[src/rtl/fetch_unit.sv]
// fetch_unit: in-order instruction fetch with a credit-limited prefetch queue and redirect flush
module fetch_unit #(
  parameter int          DEPTH    = 4,
  parameter logic [31:0] RESET_PC = 32'h00000000
) (
  input  logic        clock,
  input  logic        Reset,
  output logic        imem_req_valid,
  output logic [31:0] imem_req_addr,
  input  logic        imem_req_ready,
  input  logic        imem_resp_valid,
  input  logic [31:0] imem_resp_data,
  input  logic        redirect_valid,
  input  logic [31:0] redirect_pc,
  output logic        out_valid,
  output logic [31:0] out_instr,
  output logic [31:0] out_pc,
  input  logic        out_ready
);
  localparam int AW = $clog2(DEPTH);
  localparam int CW = AW + 1;
  typedef enum logic [1:0] {IDLE, FETCH, DRAIN} state_t;
  state_t state, state_n;
  logic [31:0] fetch_pc;
  logic [CW-1:0] count, outstanding, stale, stale_n;
  logic [AW-1:0] q_head, q_tail, p_head, p_tail;
  logic [31:0] q_instr [DEPTH];
  logic [31:0] q_pc [DEPTH];
  logic [31:0] p_addr [DEPTH];
  logic accept, resp_any, resp_live, pop, flush;
  // credit: in-flight requests plus queued words never exceed DEPTH, so the queue cannot overflow
  assign imem_req_valid = state == FETCH && (outstanding + count < CW'(DEPTH));
  assign imem_req_addr  = fetch_pc;
  assign accept    = imem_req_valid & imem_req_ready;
  assign resp_any  = imem_resp_valid && (stale != '0 || outstanding != '0);
  assign resp_live = imem_resp_valid && stale == '0 && outstanding != '0;
  assign out_valid = count != '0;
  assign out_instr = out_valid ? q_instr[q_head] : '0;
  assign out_pc    = out_valid ? q_pc[q_head] : '0;
  assign pop       = out_valid & out_ready;
  assign flush     = redirect_valid && state != IDLE;
  // everything still owed by memory after a redirect belongs to the old stream
  assign stale_n   = stale + outstanding + CW'(accept) - CW'(resp_any);
  always_comb begin
    state_n = state == IDLE ? FETCH :
              flush ? (stale_n != '0 ? DRAIN : FETCH) :
              (state == DRAIN && stale == '0) ? FETCH : state;
  end
  always_ff @(posedge clock or posedge Reset) begin
    if (Reset) begin
      state       <= IDLE;
      fetch_pc    <= RESET_PC;
      count       <= '0;
      outstanding <= '0;
      stale       <= '0;
      q_head      <= '0;
      q_tail      <= '0;
      p_head      <= '0;
      p_tail      <= '0;
    end else begin
      state <= state_n;
      if (flush) begin
        fetch_pc    <= {redirect_pc[31:2], 2'b00};
        count       <= '0;
        outstanding <= '0;
        stale       <= stale_n;
        q_head      <= '0;
        q_tail      <= '0;
        p_head      <= '0;
        p_tail      <= '0;
      end else begin
        if (accept) begin
          fetch_pc <= fetch_pc + 32'd4;
          p_tail   <= p_tail + 1'b1;
        end
        if (resp_live) begin
          p_head <= p_head + 1'b1;
          q_tail <= q_tail + 1'b1;
        end
        if (pop) q_head <= q_head + 1'b1;
        count       <= count + CW'(resp_live) - CW'(pop);
        outstanding <= outstanding + CW'(accept) - CW'(resp_live);
        stale       <= stale - CW'(imem_resp_valid && stale != '0);
      end
    end
  end
  always_ff @(posedge clock) begin
    if (accept && !flush) p_addr[p_tail] <= fetch_pc;
    if (resp_live && !flush) begin
      q_pc[q_tail]    <= p_addr[p_head];
      q_instr[q_tail] <= imem_resp_data;
    end
  end
endmodule

[config.mk]
export PLATFORM = sky130hd
export DESIGN_NAME = fetch_unit
export DESIGN_NICKNAME = d
export VERILOG_FILES = /design/src/rtl/fetch_unit.sv
export SDC_FILE = /design/constraint.sdc
export NUM_CORES = 1
export LEC_CHECK = 0
export CAP_MARGIN = 20
export CORE_MARGIN = 4
export CORE_UTILIZATION = 40
export DETAILED_ROUTE_END_ITERATION = 10
export HOLD_SLACK_MARGIN = 0.05
export PLACE_DENSITY_LB_ADDON = 0.15
export SYNTH_ARGS = -nofsm -noshare
export SYNTH_HDL_FRONTEND = slang
export SYNTH_SLANG_ARGS = --single-unit
export TNS_END_PERCENT = 30
[constraint.sdc]
create_clock -name clock -period 4.85 [get_ports clock]
set_clock_uncertainty 0.2 [all_clocks]
set_input_delay 0.7275 -clock clock [delete_from_list [all_inputs] [get_ports clock]]
set_output_delay 0.7275 -clock clock [all_outputs]
set_load 0.1 [all_outputs]
# Word-level counts from Yosys, hierarchy flattened
# Memory sizes are Yosys's and may differ from the RTL's.
# Index checks and enable logic that the tools add are counted.
dict set report op_classes {
  n_addsub 14
  order_cmp 1
  eq_ne 2
  mux 23
  bitwise_logic 2
  reduce_logical 22
}
# op count
set op_table {}
lappend op_table {{two-way mux 32 bit} 4}
lappend op_table {{adder 32 x 3 -> 32 bit, second input constant} 1}
lappend op_table {{two-way mux 2 bit} 12}
lappend op_table {{nonzero test 3 bit} 5}
lappend op_table {{subtractor 3 x 1 -> 3 bit} 4}
lappend op_table {{adder 3 x 1 -> 3 bit} 3}
lappend op_table {{logical AND 1 bit} 9}
lappend op_table {{two-way mux 3 bit} 3}
lappend op_table {{adder 2 x 1 -> 2 bit, second input constant} 4}
lappend op_table {{nonzero test 2 bit} 4}
lappend op_table {{adder 3 bit} 2}
lappend op_table {{two-way mux 1 bit} 4}
lappend op_table {{logical NOT 3 bit} 1}
lappend op_table {{less-than comparator 3 bit, second input constant} 1}
lappend op_table {{bitwise AND 1 bit} 2}
lappend op_table {{== test 2 x 1 -> 1 bit, second input constant} 1}
lappend op_table {{== test 2 bit, second input constant} 1}
lappend op_table {{logical NOT 2 bit} 1}
lappend op_table {{logical NOT 1 bit} 1}
lappend op_table {{logical OR 1 bit} 1}
dict set report totals {
  regBits 51
  ram_bits 384
  out_inout_bits 98
  elab_cells 76
  mem_count 3
}
# name words word_bits rd rd_clocked_by_memory_dff write_ports line
set memory_table {}
lappend memory_table {p_addr 4 32 1 0 1 29} ;# logic [31:0] p_addr [DEPTH];
lappend memory_table {q_instr 4 32 1 0 1 27} ;# logic [31:0] q_instr [DEPTH];
lappend memory_table {q_pc 4 32 1 0 1 28} ;# logic [31:0] q_pc [DEPTH];

# Depth between registers and ports, before layout
# Gate-level depths: netlist of run 1.
dict set report logic_depth {
  depth_word 10
  mapped_depth 13
}

# Least setup slack after synthesis of run 1
# Ideal clock, no wire load.
dict set report synth_path {
  kind {register -> output}
  start {register count[2]}
  end {output port out_pc[22]}
  t_arrival_ns 2.590
  path_slack_ns 1.332
  path_stages_with_launch 5
  path_cell_list {dfrtp_1 > or3_1 > clkbuf_1 > clkbuf_1 > and2_1}
}
dict set report synth_via {
  elab_chain_cells 2
}
# item line
set synth_lines {}
lappend synth_lines {{from (decl)} 25} ;# logic [CW-1:0] count, outstanding, stale, stale_n;
lappend synth_lines {{from (signal assigned)} 81} ;# count <= count + CW'(resp_live) - CW'(pop);
lappend synth_lines {{nonzero test 3 bit} 37} ;# assign out_valid = count != '0;
lappend synth_lines {{named net out_valid} 15} ;# output logic out_valid,
lappend synth_lines {{two-way mux 32 bit} 39} ;# assign out_pc = out_valid ? q_pc[q_head] : '0;
lappend synth_lines {{to (decl)} 17} ;# output logic [31:0] out_pc,
# The timed path passes the listed nets, and every way through them passes these cells.

# Worst setup path in the final report of run 1
dict set report layout_path {
  start {register outstanding[1]}
  end {output port imem_req_valid}
}
dict set report layout_via {
  elab_chain_cells 3
}
# item line
set layout_lines {}
lappend layout_lines {{from (decl)} 25}
lappend layout_lines {{from (signal assigned)} 82} ;# outstanding <= outstanding + CW'(accept) - CW'(resp_live);
lappend layout_lines {{adder 3 bit} 32} ;# assign imem_req_valid = state == FETCH && (outstanding + count < CW'(DEPTH));
lappend layout_lines {{less-than comparator 3 bit} 32}
lappend layout_lines {{logical AND 1 bit} 32}
lappend layout_lines {{to (decl)} 8} ;# output logic imem_req_valid,
# No other way between the ends.

==> run metrics, run 1 <==
outcome complete, no violations; CTS tree built; Final #Nets 1168; DP Area 19000 sq um; Area Overhead vs Synth 21.1%; GP Congestion 0.771; Antenna Cells 0; DR DRC count 0; Post-synth EDFFs 368; first-iteration detailed-routing DRC count 541; share of cells above drive strength 1 23.2%; fin crit share 84.1%; Initial Util 40.3%; post-cts resize count 0; largest net degree at the start of global routing 48; Crit Path Category reg -> out; Crit Path Max Fanout 4; Leak 0.00691 uW; Unique masters post-synth 64; sequential area share after synthesis 72.7%; DP HPWL 22400 um; CTS clock-pin slew for the worst setup and hold paths 0.06 ns; Worst Hold Class reg -> reg; post-DR wirelength/cell 22.1 um; Slew headroom 30.4%; max-cap violation count 0; Setup Fix Bufs, Post-CTS 0; Post-Route WL 36400 um; Critical Path AT 3.15 ns; Worst R2R Setup Slack 1.34 ns; Max Root-Sink Buffers 3; Sequential Power Share 34.8%; root buffer cell clkbuf_16; vias in the first global route 9300; first-pass GRT wire length 56300 um; Yosys warnings 0; CTS Sinks 417; Sum Neg Setup Slack 0 ns; Combinational Power Share 41.7%; I/O Buffers 161; sw frac 44.0%; final setup vio count 0; Clk network pwr share 23.5%; Async S/R FF share, synth 11.8%; Top FF cell, synth edfxtp_1; Max VDD drop 0.540 mV; worst hold slack 0.377 ns; core area 41900 sq um; row count 75; Critical Path RT 3.92 ns; Vias 8689; #FFs+latches synth 417; initial antenna violation count 0; Startpoint Class flip-flop; Hold Vio Cnt, Final 0; final instance area 20400 sq um; power density cells 683 nW/um^2; RSZ-0062 raised after global routing no; P_sw 6150 uW; Die ar. 45600 sq um; CTS buffer count 46; grt ovf 0; drt via density 5.27; clk_lat worst skew 0.56 ns; Max Clock Freq 245 MHz; die extent in x 213 um; Pre-antenna DRT Iters 4; IO Pins 168; chip height 213 um; minimum clock period 4.08 ns; post-synthesis instance total 889; Final Max Tran Viols 0; CP endpoint kind output port; gr usage total 16.3%; number of routed nets with antenna violations 0; Mapped Area 16900 sq um; internal power 7820 uW; H-Tree Depth 2; slew of the pin with the lowest slew margin 1.04 ns; Avg Inst Size Synth 19.0 sq um; Post-CTS Hold Fix Bufs 0
-- cells in the mapped netlist, types with 6 or more instances --
master      n  area, sq um
clkbuf_1   22         82.6
nor3_1      7         35.0
a21oi_1     7         35.0
a221o_1    14          140
and2_1     74          463
a21o_1      9         67.6
o21ai_0    25          125
ha_1       18          225
nor2_1     20         75.1
nand2_1    26         97.6
dfrtp_1    49         1230
mux4_2     92         2070
inv_1      24         90.1
and3_1     12         75.1
buf_2      16         80.1
nand3_1     6         30.0
nor3b_1     7         52.6
xnor2_1    12          105
edfxtp_1  368        11100
-- flip-flops by register name, indices dropped and copies added (netlist names), 3 cells and up --
register,count
count,3
imem_req_addr,30
outstanding,3
p_addr,120
q_instr,128
q_pc,120
stale,3
-- area by class of cell --
type / instances / area, sq um
Fill cell: 3565 / 21400
Clock buffer: 63 / 1260
Sequential cell: 417 / 12300
Tap cell: 539 / 674
Timing Repair Buffer: 184 / 1690
Multi-Input combinational cell: 403 / 4290
Inverter: 24 / 90.1
Clock inverter: 20 / 166
-- metal layers --
layer / share of wire, % / track usage, % / vias to the layer above
met5: 0 / 0 / -
met4: 1.9 / 4.72 / 0
met3: 4.8 / 2.88 / 53
met2: 48 / 26.2 / 215
met1: 46 / 23.1 / 4501
li1: - / - / 3920
-- cells in the final DEF, fill, tap and decap left out, drive strengths merged, types with 4 or more instances in the layout --
cell	instances
edfxtp	368
mux4	92
clkbuf	63
and3	13
conb	4
nor3	7
ha	18
nor2	20
dfrtp	49
fa	4
nand2	26
nand3	7
a21o	10
nor4	6
and2	74
inv	25
and4	5
clkinv	16
a21oi	7
o21ai	27
buf	86
clkdlybuf4s50	98
nor3b	8
a31oi	5
a221o	15
xnor2	13
xor2	5
nand4	6
-- power groups by stage --
stage	clock, uW	sequential, uW	combinational [uW]
2_1_floorplan	0	5560	3830
3_3_place_gp	0	4930	5860
3_5_place_dp	0	4950	5880
4_1_cts	3390	4880	5890
5_1_grt	3550	4940	6110
6_report	3280	4860	5820
-- path summary, 6_finish.rpt --
check,startpoint,to,cells after the start
setup reg to reg,outstanding[1],state[1],10
min in group asynchronous,Reset,imem_req_addr[8],2
hold / removal,p_tail[0],p_tail[0],1
hold reg to reg,p_tail[0],p_tail[0],1
max in group asynchronous,Reset,p_head[1],3
setup / recovery,outstanding[1],imem_req_valid,5
-- cell families after synthesis --
family / share of synthesized area (%)
other cells: 0.0222
buf+inv: 2.00
xor+xnor: 1.02
mux: 12.4
compound gates: 3.42
simple gates: 6.62
flops: 72.7
fa+ha+maj: 1.81
-- per-stage QoR --
stage / power (uW) / setup slack (ns) / instances / utilization, %
5_1_grt: 14600 / 0.636 / 1650 / 48.9
2_1_floorplan: 9390 / 1.33 / 892 / -
3_5_place_dp: 10800 / 1.30 / 1567 / 45.5
6_report: 14000 / 0.772 / 1650 / 48.9
3_3_place_gp: 10800 / 1.27 / 1567 / 45.5
4_1_cts: 14200 / 0.733 / 1650 / 48.9
-- worst max-delay path, cell delays in order, from the launching register on --
cell and delay, ns:
dfrtp_1 0.43, ha_1 0.30, a31oi_2 0.30, xnor2_1 0.21, and2_1 0.21, clkdlybuf4s50_1 1.14
Note: power is estimated with default switching activity, not from simulation.
==> inputs of run 2 (changes only) <==
==> constraint.sdc (replaced) <==
create_clock -name clock -period 3.7 [get_ports clock]
set_clock_uncertainty 0.2 [all_clocks]
set_input_delay 0.555 -clock clock [delete_from_list [all_inputs] [get_ports clock]]
set_output_delay 0.555 -clock clock [all_outputs]
set_load 0.1 [all_outputs]
==> run 2 against run 1 <==
  * Core utilization rose by 0.21 points
  * Highest routed layer unchanged
  * Final cell count rose by 0.48%
  * Via count fell by 0.73%
  * Largest power group unchanged
  * Routed wire length rose by 0.30%
  * Sequential share of layout area fell by 0.25 points
  * Largest cell class unchanged
==> run metrics, run 2 (same netlist as run 1, synthesis figures left out) <==
outcome complete, no violations (unchanged); power density cells 893 nW/um^2 (was 683 nW/um^2); commonest non-fill, non-tap cell in the layout edfxtp_1 (unchanged); DR DRC count 0 (unchanged); Die ar. 45600 sq um (unchanged); Antenna Cells 0 (unchanged); drt via density 5.20 (was 5.27); Critical Path AT 3.67 ns (was 3.15 ns); Initial Util 40.3% (unchanged); Pre-antenna DRT Iters 4 (unchanged); CP endpoint kind flip-flop (was output port); largest net degree at the start of global routing 45 (was 48); Crit Path Max Fanout 5 (was 4); Final Util 49.1% (was 48.9%); root buffer cell clkbuf_16 (unchanged); I/O Buffers 161 (unchanged); die extent in x 213 um (unchanged); Vias 8626 (was 8689); gr usage total 16.4% (was 16.3%); chip height 213 um (unchanged); Critical Path RT 3.91 ns (was 3.92 ns); max-cap violation count 0 (unchanged); Reg with most FFs q_instr (unchanged); Max Root-Sink Buffers 3 (unchanged); final cell count without fillers 1658 (was 1650); initial antenna violation count 0 (unchanged); IO Pins 168 (unchanged); minimum clock period 3.45 ns; H-Tree Depth 2 (unchanged); row count 75 (unchanged); Post-Route WL 36500 um (was 36400 um); fin crit share 93.3%; slew of the pin with the lowest slew margin 0.975 ns (was 1.04 ns); Area Overhead vs Synth 21.6% (was 21.1%); share of cells above drive strength 1 26.5% (was 23.2%); Worst Hold Class in -> async (was reg -> reg); worst hold slack 0.206 ns (was 0.377 ns); DP HPWL 22700 um (was 22400 um); Cells after DPL 1575 (was 1567); GP Congestion 0.783 (was 0.771); Leak 0.00702 uW (was 0.00691 uW); Max Clock Freq 290 MHz; total power draw 18300 uW (was 14000 uW); number of routed nets with antenna violations 0 (unchanged); post-cts resize count 0 (unchanged); vias in the first global route 9233 (was 9300); first-iteration detailed-routing DRC count 514 (was 541); grt ovf 0 (unchanged); RSZ-0062 raised after global routing no (unchanged); Startpoint Class flip-flop (unchanged); CTS tree built (unchanged); CTS Sinks 417 (unchanged); biggest regs q_instr (128), p_addr (120), q_pc (120) (unchanged); Final Max Tran Viols 0 (unchanged); post-DR wirelength/cell 22.0 um (was 22.1 um); max FFs per register 128 (unchanged); Slew headroom 34.8% (was 30.4%); Max VDD drop 0.621 mV (was 0.540 mV); core area 41900 sq um (unchanged); most frequent cells in the layout edfxtp_1, buf_4, mux4_2 (was edfxtp_1, clkdlybuf4s50_1, mux4_2); Setup Fix Bufs, Post-CTS 0 (unchanged); Hold Vio Cnt, Final 0 (unchanged); clk_lat worst skew 0.56 ns (about the same); Sum Neg Setup Slack 0 ns (unchanged); CTS buffer count 45 (was 46); final setup vio count 0 (unchanged); Crit Path Category reg -> reg (was reg -> out); Final #Nets 1175 (was 1168); Post-CTS Hold Fix Bufs 0 (unchanged); CTS clock-pin slew for the worst setup and hold paths 0.06 ns (about the same); first-pass GRT wire length 56400 um (was 56300 um)
[run 2: layer usage]
metal  share of wire, %  vias to the layer above  global-route usage (%)
li1                   -                     3917                       -
met1                 45                     4459                    22.6
met2                 48                      202                    27.3
met3                5.2                       48                    3.61
met4                1.7                        0                    3.77
met5                  0                        -                       0
[run 2: metrics by stage]
step	setup WS (ns)	instance area, sq um
6_report	0.247	20500
2_1_floorplan	0.349	16900
3_5_place_dp	0.268	19100
4_1_cts	0.165	20500
3_3_place_gp	0.287	19100
5_1_grt	0.0493	20500
[run 2: final timing paths]
path | startpoint | end | slack (ns) | depth (start not counted)
setup reg to reg | outstanding[1] | state[1] | 0.25 | 10
hold reg to reg | p_tail[0] | p_tail[0] | 0.35 | 1
max in group asynchronous | Reset | imem_req_addr[31] | 2.52 | 3
setup / recovery | outstanding[1] | state[1] | 0.25 | 10
hold / removal | Reset | imem_req_addr[2] | 0.21 | 2
min in group clock | p_tail[0] | p_tail[0] | 0.35 | 1
[run 2: final cells by class]
type | count | area [sq um]
fillers | 3533 | 21300
flip-flops and latches | 417 | 12300
multi-input cells | 403 | 4290
repair buffers | 192 | 1780
clock buffers | 66 | 1270
well taps | 539 | 674
clock inverters | 17 | 154
inverters | 24 | 90.1
[run 2: where the power goes]
part | switching [uW] | internal [uW] | leakage [uW]
Combinational | 5690 | 2000 | 0.00240
Sequential | 665 | 5680 | 0.00393
Clock | 1720 | 2580 | 0.000693
[run 2: worst max-delay path: stages, from the launching register on]
cell	delay, ns
dfrtp_1	0.43
ha_1	0.30
a31oi_2	0.28
xor2_2	0.31
nor2_1	0.21
fa_1	0.45
fa_1	0.39
xor2_1	0.18
xnor2_1	0.14
o31ai_1	0.26
o21ai_0	0.13
==> inputs of run 3 (changes only) <==
==> constraint.sdc (replaced) <==
create_clock -name clock -period 4.1 [get_ports clock]
set_clock_uncertainty 0.2 [all_clocks]
set_input_delay 0.615 -clock clock [delete_from_list [all_inputs] [get_ports clock]]
set_output_delay 0.615 -clock clock [all_outputs]
set_load 0.1 [all_outputs]
==> run 3 against run 2 <==
  * Largest power group unchanged
  * Final cell count fell by 0.30%
  * Combinational power fell by 10%
  * Sequential power fell by 9.1%
  * First-iteration DRC count rose by 9.9%
  * Sequential cell count did not move
  * Non-clock buffer count fell by 6
  * Routed wire length rose by 0.24%
  * Core utilization barely moved
  * Die area did not move
==> run metrics, run 3 (same netlist as run 1, synthesis figures left out) <==
Slew headroom 31.1% (was 34.8%); CTS Sinks 417 (unchanged); CP peak stage delay 1.05 ns (was 0.45 ns); Post-Route WL 36600 um (was 36500 um); CTS clock-pin slew for the worst setup and hold paths 0.06 ns (about the same); initial antenna violation count 0 (unchanged); Worst Hold Class in -> async (unchanged); CP startpoint count[1] (was outstanding[1]); max-cap violation count 0 (unchanged); RR Startpoint outstanding[1] (unchanged); Top delay family on crit path buffers and inverters (was adder cells); IO Pins 168 (unchanged); final instance area 20600 sq um (was 20500 sq um); Crit Path Max Fanout 16 (was 5); I/O Buffers 161 (unchanged); root buffer cell clkbuf_16 (unchanged); Startpoint Class flip-flop (unchanged); Area Overhead vs Synth 21.7% (was 21.6%); Worst R2R Setup Slack 0.55 ns (was 0.25 ns); Reg with most FFs q_instr (unchanged); internal power 9300 uW (was 10300 uW); post-cts resize count 0 (unchanged); gr usage total 16.3% (was 16.4%); Slowest-stage cell, CP clkdlybuf4s50_1 (was fa_1); first-pass GRT wire length 56100 um (was 56400 um); Sequential Power Share 34.7% (was 34.6%); reg2reg path depth 10 (unchanged); core area 41900 sq um (unchanged); Pre-antenna DRT Iters 4 (unchanged); Antenna Cells 0 (unchanged); GP Congestion 0.738 (was 0.783); DP Area 19100 sq um (about the same); fin crit share 87.1%; Leak 0.00695 uW (was 0.00702 uW); slew of the pin with the lowest slew margin 1.03 ns (was 0.975 ns); power density cells 808 nW/um^2 (was 893 nW/um^2); Max VDD drop 0.533 mV (was 0.621 mV); H-Tree Depth 2 (unchanged); gr busiest metal met2 (unchanged); Initial Util 40.3% (unchanged); Final Max Tran Viols 0 (unchanged); commonest non-fill, non-tap cell in the layout edfxtp_1 (unchanged); RSZ-0062 raised after global routing no (unchanged); worst hold slack 0.365 ns (was 0.206 ns); outcome complete, no violations (unchanged); vias in the first global route 9281 (was 9233); post-DR wirelength/cell 22.2 um (was 22.0 um); DR DRC count 0 (unchanged); share of cells above drive strength 1 23.7% (was 26.5%); Final #Nets 1169 (was 1175); Critical Path, Cell by Cell or3_2 -> clkdlybuf4s50_1 (was ha_1 -> a31oi_2 -> xor2_2 -> nor2_1 -> fa_1 -> fa_1 -> xor2_1 -> xnor2_1 -> o31ai_1 -> o21ai_0); Critical Path AT 2.76 ns (was 3.67 ns); grt ovf 0 (unchanged); Die ar. 45600 sq um (unchanged); RR Endpoint state[1] (unchanged); Max Root-Sink Buffers 3 (unchanged); clk_lat worst skew 0.56 ns (about the same); first-iteration detailed-routing DRC count 565 (was 514); DP HPWL 22600 um (was 22700 um); die extent in x 213 um (unchanged); Critical Path RT 3.28 ns (was 3.91 ns); final setup vio count 0 (unchanged); largest net degree at the start of global routing 57 (was 45); max FFs per register 128 (unchanged); CTS tree built (unchanged); chip height 213 um (unchanged); M1 GR Usage 22.8% (was 22.6%); Clk network pwr share 23.7% (was 23.4%); row count 75 (unchanged); Setup Fix Bufs, Post-CTS 0 (unchanged); Max Clock Freq 280 MHz; minimum clock period 3.57 ns; Post-CTS Hold Fix Bufs 0 (unchanged); CP endpoint kind output port (was flip-flop); Crit Path Category reg -> out (was reg -> reg); most frequent cells in the layout edfxtp_1, clkdlybuf4s50_1, mux4_2 (was edfxtp_1, buf_4, mux4_2); GR Util met3 2.75% (was 3.61%); CP Buf/Inv Count 1 (was 0); Vias 8691 (was 8626); Combinational Power Share 41.7% (was 42.0%); P_sw 7300 uW (was 8080 uW); biggest regs q_instr (128), p_addr (120), q_pc (120) (unchanged); met2 Usage GRT 26.7% (was 27.3%); number of routed nets with antenna violations 0 (unchanged); Sum Neg Setup Slack 0 ns (unchanged); CTS buffer count 45 (unchanged); Hold Vio Cnt, Final 0 (unchanged); sw frac 44.0% (was 44.1%); drt via density 5.26 (was 5.20)
==> run 3: cell count changes in the layout (fill, tap and decap cells not counted), sizes merged <==
cell           previous run  this run
clkinvlp                  0         1
clkbuf                   66        63
clkinv                   13        16
clkdlybuf4s50            69        98
buf                     123        88
==> run 3: power by group through the flow <==
stage               combinational, uW  sequential [uW]  clock [uW]
CTS                              7020             5770        4070
global placement                 6990             5850           0
detailed placement               7010             5860           0
global route                     7270             5840        4240
floorplan                        4530             6580           0
finish                           6920             5760        3930
==> run 3: worst max path at each step <==
stage | slack [ns] | endpoint | cells after the start
floorplan | 0.69 | out_pc[22] | 4
global placement | 0.63 | state[1] | 10
detailed placement | 0.60 | state[1] | 10
CTS | 0.44 | out_valid | 2
global route | 0.40 | state[1] | 10
finish | 0.53 | out_valid | 2
==> run 3: final cells by class <==
type,instances,area [sq um]
timing repair buffer,186,1770
multi-input combinational,403,4290
clock buffer,63,1280
clock inverter,21,175
inverter,24,90.1
fill,3553,21300
sequential,417,12300
tap,539,674
==> run 3: worst reg2reg max path, stage by stage, from the launching register on <==
cell	delay [ns]
dfrtp_1	0.43
ha_1	0.30
a31oi_2	0.30
xor2_2	0.29
nor2_1	0.22
fa_1	0.46
fa_1	0.40
xor2_1	0.18
xnor2_1	0.14
o31ai_1	0.32
o21ai_0	0.16
==> run 3: through the flow <==
step                util (%)  std cells  setup slack, ns  total power (uW)
finish                  49.1       1653            0.529             16600
global placement        45.6       1569            0.629             12800
detailed placement      45.6       1569            0.598             12900
floorplan                  -        892            0.695             11100
global route            49.1       1653            0.399             17300
CTS                     49.1       1653            0.437             16900
==> run 3: per-layer routing <==
layer / vias up / part of all wire [%]
li1: 3911 / -
met1: 4526 / 46
met2: 207 / 48
met3: 47 / 4.5
met4: 0 / 1.8
met5: - / 0
